`config.mk`:
```
export PLATFORM = sky130hd
export DESIGN_NAME = dm_arbiter
export DESIGN_NICKNAME = d
export VERILOG_FILES = /design/src/rtl/dm_arb_pkg.sv /design/src/rtl/dm_lat_cnt.sv /design/src/rtl/dm_arbiter.sv
export SDC_FILE = /design/constraint.sdc
export NUM_CORES = 1
export LEC_CHECK = 0
export ABC_AREA = 1
export BUFFER_PORTS_ARGS = -buffer_cell sky130_fd_sc_hd__buf_2
export CAP_MARGIN = 10
export CORE_AREA = 2 2 140 142
export DETAILED_ROUTE_END_ITERATION = 16
export DIE_AREA = 0 0 142 144
export PLACE_DENSITY = 0.36
export SETUP_SLACK_MARGIN = 0.2
export SLEW_MARGIN = 20
export SYNTH_ARGS = -nofsm -noshare
export SYNTH_HDL_FRONTEND = slang
export SYNTH_SLANG_ARGS = --single-unit
```
`constraint.sdc`:
```
create_clock -name clk -period 3.38 [get_ports clk]
set_clock_uncertainty 0.1 [all_clocks]
set_input_delay 0.169 -clock clk [delete_from_list [all_inputs] [get_ports clk]]
set_output_delay 0.169 -clock clk [all_outputs]
set_load 0.03 [all_outputs]
```
`src/rtl/dm_arb_pkg.sv`:
```
// Shared types and limits for the data-memory arbiter.
// Holds the FSM state, the read-owner encoding and the legal DM latency range.
package dm_arb_pkg;

   typedef enum logic {
      IDLE    = 1'b0,
      RD_WAIT = 1'b1
   } state_t;

   typedef enum logic {
      OWN_M = 1'b0,
      OWN_D = 1'b1
   } owner_t;

   localparam int DM_LAT_MIN = 1;
   localparam int DM_LAT_MAX = 3;

endpackage

```
`src/rtl/dm_lat_cnt.sv`:
```
// Loadable down-counter that times the DM read latency.
// 'done' marks the final wait cycle (count == 1).
module dm_lat_cnt #(
   parameter int W = 2
) (
   input  logic         clk,
   input  logic         reset,
   input  logic         load,
   input  logic [W-1:0] load_val,
   input  logic         dec,
   output logic [W-1:0] count,
   output logic         done
);

   // NOTE: sequential state uses non-blocking assignments so every flop samples pre-edge values.
   always_ff @(posedge clk) begin
      if (!reset) begin
         count <= '0;
      end else if (load) begin
         count <= load_val;
      end else if (dec && (count != '0)) begin
         count <= count - W'(1);
      end
   end

   assign done = (count == W'(1));

endmodule

```
`src/rtl/dm_arbiter.sv`:
```
// Two-way arbiter and sequencer for the single-port data memory, shared by
// the pipeline M-stage load/store port and a DMA/loader port.
import dm_arb_pkg::*;

module dm_arbiter #(
   parameter int DM_LAT = 1,
   parameter int AW     = 32,
   parameter int DW     = 32
) (
   input  logic          clk,
   input  logic          reset,
   input  logic          m_req,
   input  logic          m_we,
   input  logic [AW-1:0] m_addr,
   input  logic [DW-1:0] m_wdata,
   input  logic [31:0]   m_pc,
   output logic          m_stall,
   output logic          m_rvalid,
   output logic [DW-1:0] m_rdata,
   input  logic          d_req,
   input  logic          d_we,
   input  logic [AW-1:0] d_addr,
   input  logic [DW-1:0] d_wdata,
   output logic          d_gnt,
   output logic          d_rvalid,
   output logic [DW-1:0] d_rdata,
   output logic          dm_en,
   output logic          dm_we,
   output logic [AW-1:0] dm_addr,
   output logic [DW-1:0] dm_wdata,
   output logic [31:0]   dm_pc,
   input  logic [DW-1:0] dm_rdata
);

   if ((DM_LAT < DM_LAT_MIN) || (DM_LAT > DM_LAT_MAX)) begin : g_bad_lat
      $error("dm_arbiter: DM_LAT out of range 1..3");
   end

   state_t     state_q, state_d;
   owner_t     owner_q, owner_d;
   owner_t     last_q,  last_d;
   logic [1:0] cnt;
   logic       cnt_done;

   logic m_win, d_win, issue, issue_we, rd_issue, rd_done;

   // Arbitration is only live in IDLE and never while reset is held.
   always_comb begin
      // NOTE: every combinational output gets a default first, so no path can infer a latch.
      m_win = 1'b0;
      d_win = 1'b0;
      if (reset && (state_q == IDLE)) begin
         if (m_req && d_req) begin
            m_win = (last_q == OWN_D);
            d_win = (last_q == OWN_M);
         end else begin
            m_win = m_req;
            d_win = d_req;
         end
      end
   end

   assign issue    = m_win | d_win;
   assign issue_we = m_win ? m_we : d_we;
   assign rd_issue = issue & ~issue_we;
   assign rd_done  = reset & (state_q == RD_WAIT) & cnt_done;

   dm_lat_cnt #(.W(2)) u_lat_cnt (
      .clk      (clk),
      .reset    (reset),
      .load     (rd_issue),
      .load_val (2'(DM_LAT)),
      .dec      (state_q == RD_WAIT),
      .count    (cnt),
      .done     (cnt_done)
   );

   // State register
   always_ff @(posedge clk) begin
      if (!reset) begin
         state_q <= IDLE;
         owner_q <= OWN_M;
         last_q  <= OWN_D;
      end else begin
         state_q <= state_d;
         owner_q <= owner_d;
         last_q  <= last_d;
      end
   end

   // Next-state logic
   always_comb begin
      state_d = state_q;
      owner_d = owner_q;
      last_d  = last_q;
      unique case (state_q)
         IDLE: begin
            if (rd_issue) begin
               state_d = RD_WAIT;
               owner_d = m_win ? OWN_M : OWN_D;
            end
            if (m_req && d_req && issue) begin
               last_d = m_win ? OWN_M : OWN_D;
            end
         end
         RD_WAIT: begin
            if (cnt_done) state_d = IDLE;
         end
         default: state_d = IDLE;
      endcase
   end

   // Output logic; DM fields are zero whenever no access is issued.
   always_comb begin
      dm_en    = issue;
      dm_we    = issue & issue_we;
      dm_addr  = '0;
      dm_wdata = '0;
      dm_pc    = '0;
      if (m_win) begin
         dm_addr  = m_addr;
         dm_wdata = m_wdata;
         dm_pc    = m_pc;
      end else if (d_win) begin
         dm_addr  = d_addr;
         dm_wdata = d_wdata;
      end

      d_gnt    = d_win;
      m_rvalid = rd_done & (owner_q == OWN_M);
      d_rvalid = rd_done & (owner_q == OWN_D);
      m_rdata  = m_rvalid ? dm_rdata : '0;
      d_rdata  = d_rvalid ? dm_rdata : '0;
      m_stall  = reset & m_req & ~((m_win & m_we) | m_rvalid);
   end

endmodule

```
==> impl_results.md <==
* Status: finished, final reports clean
* Clock Sinks at 5
* RSZ-0062 raised after global routing: false
* Final wirelength at around 12000 um
* DR pass1 iterations at 6
* Root Driver: clkbuf_16
* Final Power at between 0.8 and 0.9 mW
* Ys flop type: dfxtp_1
* Arr. time, crit path at around 2.1 ns
* Top-area cell type share of the netlist area at 0.334
* Setup CP Type: register to output pin
* H-tree Lvls at 1
* Vias in the first global route at around 2900
* Slew Viols, Final at 0
* Fraction of registers with async set/reset at 0
* Final nets at around 850
* Cts repair resizes at 0
* Worst setup margin at between 1 and 1.5 ns
* Peak supply drop at roughly 0.15 mV
* CP Launch Type: register
* PD cells at ~220 nW/um^2
* Worst-Margin Slew at between 0.6 and 0.7 ns
* Largest net degree at the start of global routing at 49
* Fin crit period at 2.38 ns
* Routed vias at roughly 3200
* Mapped Cells at 303
* Iter 0 DRT Violations at 140
* Area leader, netlist: a22o_1
* Slowest stage delay, CP at approximately 0.43 ns
* Synthesized area at 1680 sq um
* Starting density of the core at 0.0879
* Initial antenna violation count at 0
* Synth cell types at 21
* Total Routing Usage GR at 0.101
* EDFF count, synth at 0
* Final Setup Violations at 0
* Cts hold-fix bufs at 0
* Clk_lat worst skew at 0.23 ns
* Die area at 20400 sq um
* Final ANT Viol Nets at 0
* FF-to-FF Start: state_q
* Crit. End Element: output pin
* Synth Area per Inst at roughly 5.5 sq um
* Global-route wire length before repair at 16100 um
* Flops & latches, synth at 5
* Worst setup startpoint: state_q
* Synth top area cells: a22o_1 33%, nor2_1 22%, inv_1 17%, dfxtp_1 6.0%, buf_6 4.0%
* Relative slew slack at 0.564
* Share of post-route cells with drive strength above 1 at 0.584
* Sum Neg Setup Slack at 0 ns
* Via density per instance at roughly 3.6
* Cells along the critical path: nor2_4 > nand3_1 > inv_2 > buf_4 > a22o_1 > buf_2
* I/O pin count at 364
* Clock transition at path regs at ~0.040 ns
* Row count at between 50 and 60
* Gr ovfl total at 0
* Max Cap Viol at 0
* Delay-heaviest family, CP: buffers and inverters
* Most frequent cells in the layout: 363 x buf_2, 100 x nor2_1, 76 x inv_1, 64 x a22o_1, 9 x nand2_1
* Worst-path fanout max at 33
* Fin. Hold Viols at 0
* Core box area at roughly 19000 sq um
* Commonest non-fill, non-tap cell in the layout: buf_2
* Worst slack at placement at 1.19 ns
* Hpwl dp at around 10000 um
* Syn_nets at 503
* WL/cell at between 10 and 15 um
* CTS tree: yes
* Pleak at between 2 and 3 nW
* Synth warnings at 0
* Setup Fix Bufs, Post-CTS at 0
* Die W at approximately 140 um
* Fmax at about 420 MHz
* Min-delay worst type: primary input to register
* Tcrit/Tclk final at 0.704
* Clock Path Buffers at 2
* Hold Path Origin: reset
* Master of the slowest instance on the critical path: inv_2
* Worst path bufs/invs at 3
* CTS Buf Count at 3
* Layout area overhead at 125%
* Seq/Total Area, Yosys at 0.0597
* Filler cells at roughly 2200
* Drt drc at 0
* IO buf count at 363
* Vert. Die Dim at between 100 and 150 um
* Gp weighted congestion at ~0.75
* CP required at slightly above 3 ns
-- metal layers --
metal  GRT usage  wire [um]  vias up
met3      0.0139        754        4
met2       0.197       6350      164
met1       0.120       4920     1381
met5           0          0        -
li1            -          -     1649
met4      0.0121         27        0
-- area by class of cell --
| cell class | count | area [sq um] | area share |
|---|---|---|---|
| diodes | 1 | 2.50 | 0.000664 |
| clock buffers | 3 | 75.1 | 0.0199 |
| clock inverters | 1 | 5.00 | 0.00133 |
| inverters | 79 | 297 | 0.0787 |
| multi-input cells | 196 | 1130 | 0.300 |
| flip-flops and latches | 5 | 100 | 0.0266 |
| well taps | 238 | 298 | 0.0790 |
| repair buffers | 367 | 1860 | 0.493 |
-- cell families after synthesis --
kind of cell,synth area share
simple gates,0.298
buf+inv,0.268
fa+ha+maj,0.0149
compound gates,0.353
flops,0.0597
xor+xnor,0.00522
-- per-stage QoR --
step                cells  hold WS [ns]  utilization  area [sq um]
floorplan             303         0.194            -          1680
global placement      885         0.389        0.193          3690
detailed placement    885         0.393        0.193          3690
CTS                   889         0.155        0.197          3770
global route          889         0.172        0.197          3770
finish                890         0.159        0.198          3770
-- worst paths after layout --
check | to | slack (ns) | cells past startpoint
max | dm_addr[18] | 1.00 | 6
min | owner_q | 0.16 | 3
max reg2reg | owner_q | 1.45 | 9
min reg2reg | owner_q | 0.43 | 4
-- where the power goes --
group | switching, mW | internal [mW]
combinational | 0.346 | 0.204
clock | 0.0439 | 0.155
sequential | 0.00364 | 0.0647
total | 0.394 | 0.424
-- worst min-delay path: cells and delay by family --
kind / cells / cell delay (ns)
buffers and inverters: 1 / 0.14
and+or+nand+nor: 2 / 0.13
-- synthesized netlist by cell type (3+ instances only) --
library cell / n
buf_4: 5
nor2_1: 100
inv_2: 3
nand3_1: 7
nand2_1: 9
buf_6: 6
a21oi_1: 3
clkbuf_1: 9
inv_1: 76
a22o_1: 64
buf_2: 3
dfxtp_1: 5
-- state kept, by name, summed over array words and instances, names as in the netlist --
name / cells
state_q: 1
u_lat_cnt.count: 2
last_q: 1
owner_q: 1
Power figures use the tool's default switching activity.
